`src/rtl/imem_arbiter.sv`:
```
// imem_arbiter: shares one single-ported, synchronous-read instruction memory
// between the CPU fetch port (read-only) and the program-loader port (read/write).
// Ties are broken round-robin. Each access takes IDLE -> ISSUE -> WAIT -> DONE,
// so an ack arrives three cycles after the request is sampled in IDLE.
// Optional build macro IMEM_MISALIGN_TRAP_EN: a request with addr[1:0] != 0 is
// answered with ack + err one cycle after it is granted, and never reaches memory.
module imem_arbiter #(
    parameter int ADDR_W = 10
) (
    input  logic              clk,
    input  logic              rst,
    input  logic              f_req,
    input  logic [31:0]       f_addr,
    output logic              f_ack,
    output logic [31:0]       f_rdata,
    input  logic              l_req,
    input  logic              l_we,
    input  logic [31:0]       l_addr,
    input  logic [31:0]       l_wdata,
    output logic              l_ack,
    output logic [31:0]       l_rdata,
    output logic              err,
    output logic              mem_en,
    output logic              mem_we,
    output logic [ADDR_W-1:0] mem_addr,
    output logic [31:0]       mem_wdata,
    input  logic [31:0]       mem_rdata,
    output logic [15:0]       fetch_stall_cnt
);

`ifdef IMEM_MISALIGN_TRAP_EN
    typedef enum logic [2:0] {IDLE, ISSUE, WAIT, DONE, ERR} state_t;
`else
    typedef enum logic [1:0] {IDLE, ISSUE, WAIT, DONE} state_t;
`endif

    state_t            state, state_n;
    logic              gnt_l;      // granted port of the access in flight: 1 = loader
    logic              gnt_we;     // access in flight is a loader write
    logic              last_l;     // most recent grant went to the loader
    logic              sel_l;      // port chosen in IDLE this cycle
    logic              sel_we;
    logic [ADDR_W-1:0] sel_idx;
`ifdef IMEM_MISALIGN_TRAP_EN
    logic [1:0]        sel_lo;
`endif

    // Byte-address bits outside the word index are deliberately ignored, which
    // makes addresses wrap modulo the memory size.
    logic unused_addr_bits;
    assign unused_addr_bits = ^{f_addr[31:ADDR_W+2], l_addr[31:ADDR_W+2],
                                f_addr[1:0], l_addr[1:0]};

    // Round-robin choice: on a tie the port that did not win last time goes.
    always_comb begin
        sel_l   = l_req && (!f_req || !last_l);
        sel_we  = sel_l && l_we;
        sel_idx = sel_l ? l_addr[ADDR_W+1:2] : f_addr[ADDR_W+1:2];
`ifdef IMEM_MISALIGN_TRAP_EN
        sel_lo  = sel_l ? l_addr[1:0] : f_addr[1:0];
`endif
    end

    // State register.
    always_ff @(posedge clk or posedge rst) begin
        if (rst) state <= IDLE;
        else     state <= state_n;
    end

    // Next-state logic; the sequence never depends on req after the grant, so a
    // dropped request still returns to IDLE.
    always_comb begin
        state_n = state;
        case (state)
            IDLE: begin
                if (f_req || l_req) begin
`ifdef IMEM_MISALIGN_TRAP_EN
                    state_n = (sel_lo != 2'b00) ? ERR : ISSUE;
`else
                    state_n = ISSUE;
`endif
                end
            end
            ISSUE:   state_n = WAIT;
            WAIT:    state_n = DONE;
            DONE:    state_n = IDLE;
`ifdef IMEM_MISALIGN_TRAP_EN
            ERR:     state_n = IDLE;
`endif
            default: state_n = IDLE;
        endcase
    end

    // Registered outputs: memory strobe in ISSUE, read-data capture and ack
    // launch in WAIT so the ack is high during DONE.
    always_ff @(posedge clk or posedge rst) begin
        if (rst) begin
            gnt_l     <= 1'b0;
            gnt_we    <= 1'b0;
            last_l    <= 1'b1;
            f_ack     <= 1'b0;
            l_ack     <= 1'b0;
            err       <= 1'b0;
            mem_en    <= 1'b0;
            mem_we    <= 1'b0;
            mem_addr  <= '0;
            mem_wdata <= '0;
            f_rdata   <= '0;
            l_rdata   <= '0;
        end else begin
            f_ack  <= 1'b0;
            l_ack  <= 1'b0;
            err    <= 1'b0;
            mem_en <= 1'b0;
            mem_we <= 1'b0;
            case (state)
                IDLE: begin
                    if (f_req || l_req) begin
                        gnt_l  <= sel_l;
                        gnt_we <= sel_we;
                        last_l <= sel_l;
`ifdef IMEM_MISALIGN_TRAP_EN
                        if (sel_lo != 2'b00) begin
                            f_ack <= !sel_l;
                            l_ack <= sel_l;
                            err   <= 1'b1;
                        end else
`endif
                        begin
                            mem_en   <= 1'b1;
                            mem_we   <= sel_we;
                            mem_addr <= sel_idx;
                            if (sel_we) mem_wdata <= l_wdata;
                        end
                    end
                end
                WAIT: begin
                    if (!gnt_l)       f_rdata <= mem_rdata;
                    else if (!gnt_we) l_rdata <= mem_rdata;
                    f_ack <= !gnt_l;
                    l_ack <= gnt_l;
                end
                default: ;
            endcase
        end
    end

    // Saturating count of cycles the fetch port spent waiting.
    always_ff @(posedge clk or posedge rst) begin
        if (rst)
            fetch_stall_cnt <= '0;
        else if (f_req && !f_ack && fetch_stall_cnt != 16'hFFFF)
            fetch_stall_cnt <= fetch_stall_cnt + 16'd1;
    end

endmodule

```
`config.mk`:
```
export PLATFORM = sky130hd
export DESIGN_NAME = imem_arbiter
export DESIGN_NICKNAME = d
export VERILOG_FILES = /design/src/rtl/imem_arbiter.sv
export SDC_FILE = /design/constraint.sdc
export NUM_CORES = 1
export LEC_CHECK = 0
export CAP_MARGIN = 5
export CORE_MARGIN = 1
export CORE_UTILIZATION = 26
export CTS_BUF_LIST = sky130_fd_sc_hd__clkbuf_8
export CTS_CLUSTER_SIZE = 40
export DETAILED_ROUTE_END_ITERATION = 8
export MAX_ROUTING_LAYER = met4
export PLACE_DENSITY = 0.59
export SLEW_MARGIN = 10
export SYNTH_ARGS = -nofsm -noshare
export SYNTH_HDL_FRONTEND = slang
export SYNTH_SLANG_ARGS = --single-unit
```
`constraint.sdc`:
```
create_clock -name clk -period 12.1 [get_ports clk]
set_input_delay 3.63 -clock clk [delete_from_list [all_inputs] [get_ports clk]]
set_output_delay 3.63 -clock clk [all_outputs]
set_load 0.05 [all_outputs]
```
==> results of run 1 <==
==> power by group <==
group          leakage, nW  total, mW  internal, mW  switching, mW
Clock                0.203      0.390         0.205          0.184
Combinational         1.61       1.51         0.554          0.953
Sequential            1.58      0.763         0.646          0.117
Total                 3.39       2.66          1.40           1.25
==> state kept, by name, summed over array words and instances, names as in the netlist <==
register,flops
l_rdata,32
mem_wdata,32
fetch_stall_cnt,16
l_ack,1
last_l,1
gnt_l,1
mem_we,1
f_rdata,32
gnt_we,1
mem_addr,10
f_ack,1
mem_en,1
state,2
==> final cells by class <==
type / count / area share [%]
inverter: 8 / 0.402
clock inverter: 15 / 2.22
tap: 265 / 4.09
timing repair buffer: 216 / 26.6
multi-input combinational: 204 / 23.3
clock buffer: 17 / 2.89
sequential: 131 / 40.5
==> worst min-delay path, stage by stage (launching register included) <==
cell	delay (ns)
dfrtp_1	0.35
nand2_1	0.05
nand2_1	0.05
==> synth_stat cells (2+ instances only) <==
cell type	count
dfrtp_1	130
mux2_2	99
nand2_1	15
o21ai_0	12
buf_2	10
mux2i_1	10
a21oi_1	9
inv_1	8
nand4_1	7
xor2_1	6
clkbuf_1	4
ha_1	4
xnor2_1	4
and3_1	3
nand2b_1	3
nand3_1	3
a211oi_1	2
a31oi_1	2
and2_1	2
nor2_1	2
nor3_1	2
nor4b_2	2
==> cell families after synthesis <==
logic type	Yosys count	synth area share, %
buf+inv	24	2.16
flops	131	62.2
compound gates	29	3.56
fa+ha+maj	4	0.949
xor+xnor	10	1.66
other cells	1	0.0711
simple gates	50	6.15
mux	110	23.3
==> routing by layer <==
metal	track usage [%]	part of all wire [%]	vias to the layer above
met3	4.50	6.7	9
met5	-	0	-
met4	3.66	0.87	0
li1	-	-	1700
met1	15.7	43	1807
met2	21.2	50	133
==> path summary, 6_finish.rpt <==
kind | cells past startpoint | slack [ns] | to | startpoint
hold reg to reg | 2 | 0.48 | gnt_we$_DFFE_PP0P_ | gnt_we$_DFFE_PP0P_
setup reg to reg | 3 | 9.52 | mem_wdata[4]$_DFFE_PP0P_ | last_l$_DFFE_PP1P_
hold / removal | 2 | 0.48 | gnt_we$_DFFE_PP0P_ | gnt_we$_DFFE_PP0P_
setup / recovery | 4 | 6.09 | mem_wdata[4]$_DFFE_PP0P_ | f_req
min in group asynchronous | 2 | 3.69 | mem_wdata[10]$_DFFE_PP0P_ | rst
max in group asynchronous | 3 | 6.98 | f_rdata[22]$_DFFE_PP0P_ | rst
==> results_dict.tcl, run 1 <==
set metrics [dict create \
    outcome "completed" \
    path_cells "clkdlybuf4s50_1 > a21boi_2 > nand3_2 > mux2_2" \
    yosysTopAreaCellShare_pct 61.7 \
    multi_input_area_mm2 0.00188 \
    overflow 0 \
    max-clock-path-buffers 2 \
    path_class "input port to flip-flop" \
    setup_viol 0 \
    ys_warn_count 0 \
    leakage_nw 3.39 \
    layoutNonFillerInstCount 856 \
    portBuffers 214 \
    syn_area_per_cell_um2 14.7 \
    worstHoldPathType "flip-flop to flip-flop" \
    synth_cell_types 42 \
    ant_nets 0 \
    rsz0062_at_grt "no" \
    ys_seq_area_share_pct 62.2 \
    power_density_mw_per_mm2 328 \
    start_util_pct 26.8 \
    viasPerCell 4.26 \
    critPathMaxFanout 34 \
    cts_tree "built" \
    syn_area_mm2 0.00527 \
    synth-seq-cells 131 \
    io_pins 260 \
    place_congestion 0.790 \
    path_buf_inv 1 \
    ir_drop_mv 0.172 \
    fin_tns_setup_ns 0 \
    final_cell_mix "214 x clkdlybuf4s50_1, 130 x dfrtp_1, 99 x mux2_2" \
    cp_slowest_stage_delay_ns 0.85 \
    grt_usage_pct 13.2 \
    cts_buffers 17 \
    dp.cells 824 \
    hpwl_mm 9.25 \
    die_y_um 144 \
    synthTopCellsByArea "dfrtp_1 62%, mux2_2 21%, mux2i_1 1.9%" \
    clkSlewWorstSetupHoldPaths_ns 0.08 \
    startpoint_type "input port" \
    final_core_util_pct 41.2 \
    dpl_cell_area_mm2 0.00768 \
    rows 51 \
    cts_hold_buf 0 \
    fin_nets 715 \
    place_ws_ns 5.55 \
    fill_cells 1900 \
    firstDrtPassIters 4 \
    cts-root-buf "clkbuf_8" \
    period_minus_slack_ns 6.01 \
    worst_pin_slew_ns 0.958 \
    grt_antenna_before_repair 0 \
    final_common_cell "clkdlybuf4s50_1" \
    ys.flop_type "dfrtp_1" \
    fp.dieArea_mm2 0.0209 \
    drt_wl_total_mm 12.9 \
    synth_area_leader_cell "dfrtp_1" \
    cp.required_ns 12.40 \
    cts_setup_buffers 0 \
    grt_max_degree 70 \
    core_area_mm2 0.0197 \
    die_w_um 144 \
    cts_resized 0 \
    fin_area_mm2 0.00810 \
    clock.fmax_mhz 166 \
    min_period_over_period_pct 49.7 \
    relSlewSlack_pct 36.1 \
    slew_viol_final 0 \
    clk_latency_ns 0.43 \
    cp_slowest_cell "nand3_2" \
    whs_ns 0.476 \
    num_vias 3649 \
    hold_viol_final 0 \
    crit_path_end_kind "flip-flop" \
    diodes 0 \
    htreeDepth 4 \
    maxCapViolCount 0 \
    synth_edf_count 0 \
    netlist_instances 359 \
    finalPower_mw 2.66 \
    drtIter0Drc 133 \
    crit_family "simple AND/OR/NAND/NOR gates" \
    grt_pass1_vias 3955 \
    ys_async_sr_fraction_pct 100 \
    timing.final.ws_setup_ns 6.09 \
    seqCellArea_mm2 0.00328 \
    layout-drive-gt1-share_pct 25.0 \
    synth_nets 496 \
    arrival_ns 6.32 \
    area_delta_synth_final_pct 53.6 \
    route.detailed.drc 0 \
    grt_pass1_wl_mm 20.3 \
    clock_skew_ns 0.0122 \
    wl_per_cell_um 15.1 \
    clock-sinks 131 \
]
(Power assumes the default switching activity.)
==> inputs of run 2 (changes only) <==
==> constraint.sdc (replaced) <==
create_clock -name clk -period 5.6 [get_ports clk]
set_input_delay 1.68 -clock clk [delete_from_list [all_inputs] [get_ports clk]]
set_output_delay 1.68 -clock clk [all_outputs]
set_load 0.05 [all_outputs]
==> run 2 against run 1 <==
First-iteration DRC count decreased by 0.75%. Critical path depth unchanged. Total power increased by 110%.
==> results_dict.tcl, run 2 (synthesis results as in run 1) <==
set metrics [dict create \
    portBuffers 214 \
    grt_max_degree 72 \
    viasPerCell 4.29 \
    fin_nets 715 \
    grt_pass1_vias 3916 \
    cp_slowest_stage_delay_ns 0.87 \
    timing.final.ws_setup_ns 1.52 \
    path_buf_inv 1 \
    htreeDepth 4 \
    cts_setup_buffers 0 \
    setup_viol 0 \
    leakage_nw 3.38 \
    place_ws_ns 0.990 \
    clkSlewWorstSetupHoldPaths_ns 0.07 \
    num_vias 3666 \
    path_class "input port to flip-flop" \
    hpwl_mm 9.22 \
    cts_resized 0 \
    die_y_um 144 \
    fill_cells 1877 \
    fp.dieArea_mm2 0.0209 \
    whs_ns 0.478 \
    maxCapViolCount 0 \
    cts_buffers 17 \
    clock-sinks 131 \
    hold_viol_final 0 \
    grt_antenna_before_repair 0 \
    cts_tree "built" \
    reg_top3 "f_rdata: 32 flops, l_rdata: 32 flops, mem_wdata: 32 flops" \
    min_period_over_period_pct 72.9 \
    die_w_um 144 \
    clk_latency_ns 0.43 \
    worstHoldPathType "flip-flop to flip-flop" \
    startpoint_type "input port" \
    layout-drive-gt1-share_pct 24.6 \
    drtIter0Drc 132 \
    diodes 0 \
    period_minus_slack_ns 4.08 \
    io_pins 260 \
    grt_pass1_wl_mm 20.0 \
    arrival_ns 4.39 \
    relSlewSlack_pct 34.8 \
    clock.fmax_mhz 245 \
    crit_path_end_kind "flip-flop" \
    start_util_pct 26.8 \
    route.detailed.drc 0 \
    final_common_cell "clkdlybuf4s50_1" \
    cts-root-buf "clkbuf_8" \
    cts_hold_buf 0 \
    critPathMaxFanout 34 \
    grt_usage_pct 13.1 \
    cp_slowest_cell "nand3_2" \
    rows 51 \
    overflow 0 \
    path_cells "clkdlybuf4s50_1 > a21boi_2 > nand3_2 > mux2_2" \
    worst_pin_slew_ns 0.978 \
    clock_skew_ns 0.0127 \
    final_cell_mix "214 x clkdlybuf4s50_1, 130 x dfrtp_1, 99 x mux2_2" \
    crit_family "simple AND/OR/NAND/NOR gates" \
    outcome "completed" \
    rsz0062_at_grt "no" \
    area_delta_synth_final_pct 53.1 \
    slew_viol_final 0 \
    cp.required_ns 5.91 \
    ir_drop_mv 0.388 \
    max-clock-path-buffers 2 \
    power_density_mw_per_mm2 702 \
    finalPower_mw 5.66 \
    fin_tns_setup_ns 0 \
    firstDrtPassIters 4 \
    drt_wl_total_mm 13.0 \
    ant_nets 0 \
    core_area_mm2 0.0197 \
    place_congestion 0.777 \
    wl_per_cell_um 15.2 \
]
[run 2: changes by cell type in the layout (fill, tap and decap cells not counted)]
cell | before | now
buf_12 | 0 | 1
buf_4 | 2 | 1
bufinv_16 | 3 | 1
clkbuf_8 | 17 | 21
clkinv_2 | 3 | 2
clkinv_4 | 3 | 0
clkinvlp_4 | 3 | 5
inv_1 | 7 | 9
inv_6 | 3 | 0
[run 2: per-stage QoR]
step                      util, %  cells  area [um2]
after floorplan                 -    359        5270
after global placement       39.2    824        7700
after detailed placement     39.2    824        7700
after CTS                    41.1    855        8070
after global routing         41.1    855        8070
final                        41.1    855        8070
[run 2: worst paths after layout]
check                                        start                   endpoint  slack, ns  cells after the start
max                                          f_req  mem_wdata[31]$_DFFE_PP0P_       1.52                      4
min                        mem_addr[0]$_DFFE_PP0P_    mem_addr[0]$_DFFE_PP0P_       0.48                      2
max reg2reg                     last_l$_DFFE_PP1P_  mem_wdata[31]$_DFFE_PP0P_       3.00                      3
min reg2reg                mem_addr[0]$_DFFE_PP0P_    mem_addr[0]$_DFFE_PP0P_       0.48                      2
max in group asynchronous                      rst     l_rdata[4]$_DFFE_PP0P_       2.95                      3
min in group asynchronous                      rst   mem_wdata[7]$_DFFE_PP0P_       1.75                      2
[run 2: area by class of cell]
class / instances / area (um2) / area share (%)
clock buffers: 21 / 289 / 3.58
clock inverters: 10 / 85.1 / 1.05
inverters: 8 / 32.5 / 0.403
multi-input cells: 204 / 1880 / 23.3
flip-flops and latches: 131 / 3280 / 40.6
well taps: 265 / 332 / 4.11
repair buffers: 216 / 2170 / 26.9
[run 2: report_power, final]
part / switching [mW] / internal (mW)
clock: 0.368 / 0.391
sequential: 0.247 / 1.40
combinational: 2.06 / 1.20
total: 2.68 / 2.98
[run 2: metal layers]
metal	vias up	part of all wire [%]	global-route usage [%]
met2	140	49	21.2
met3	13	7.6	4.60
met5	-	0	-
met1	1808	41	14.7
li1	1705	-	-
met4	0	1.8	4.93
[run 2: tightest hold or removal path, delay by kind of cell (launching register included)]
family | cells | cell delay (ns)
and+or+nand+nor | 1 | 0.04
DFF | 1 | 0.34
AOI/OAI and AO/OA | 1 | 0.06
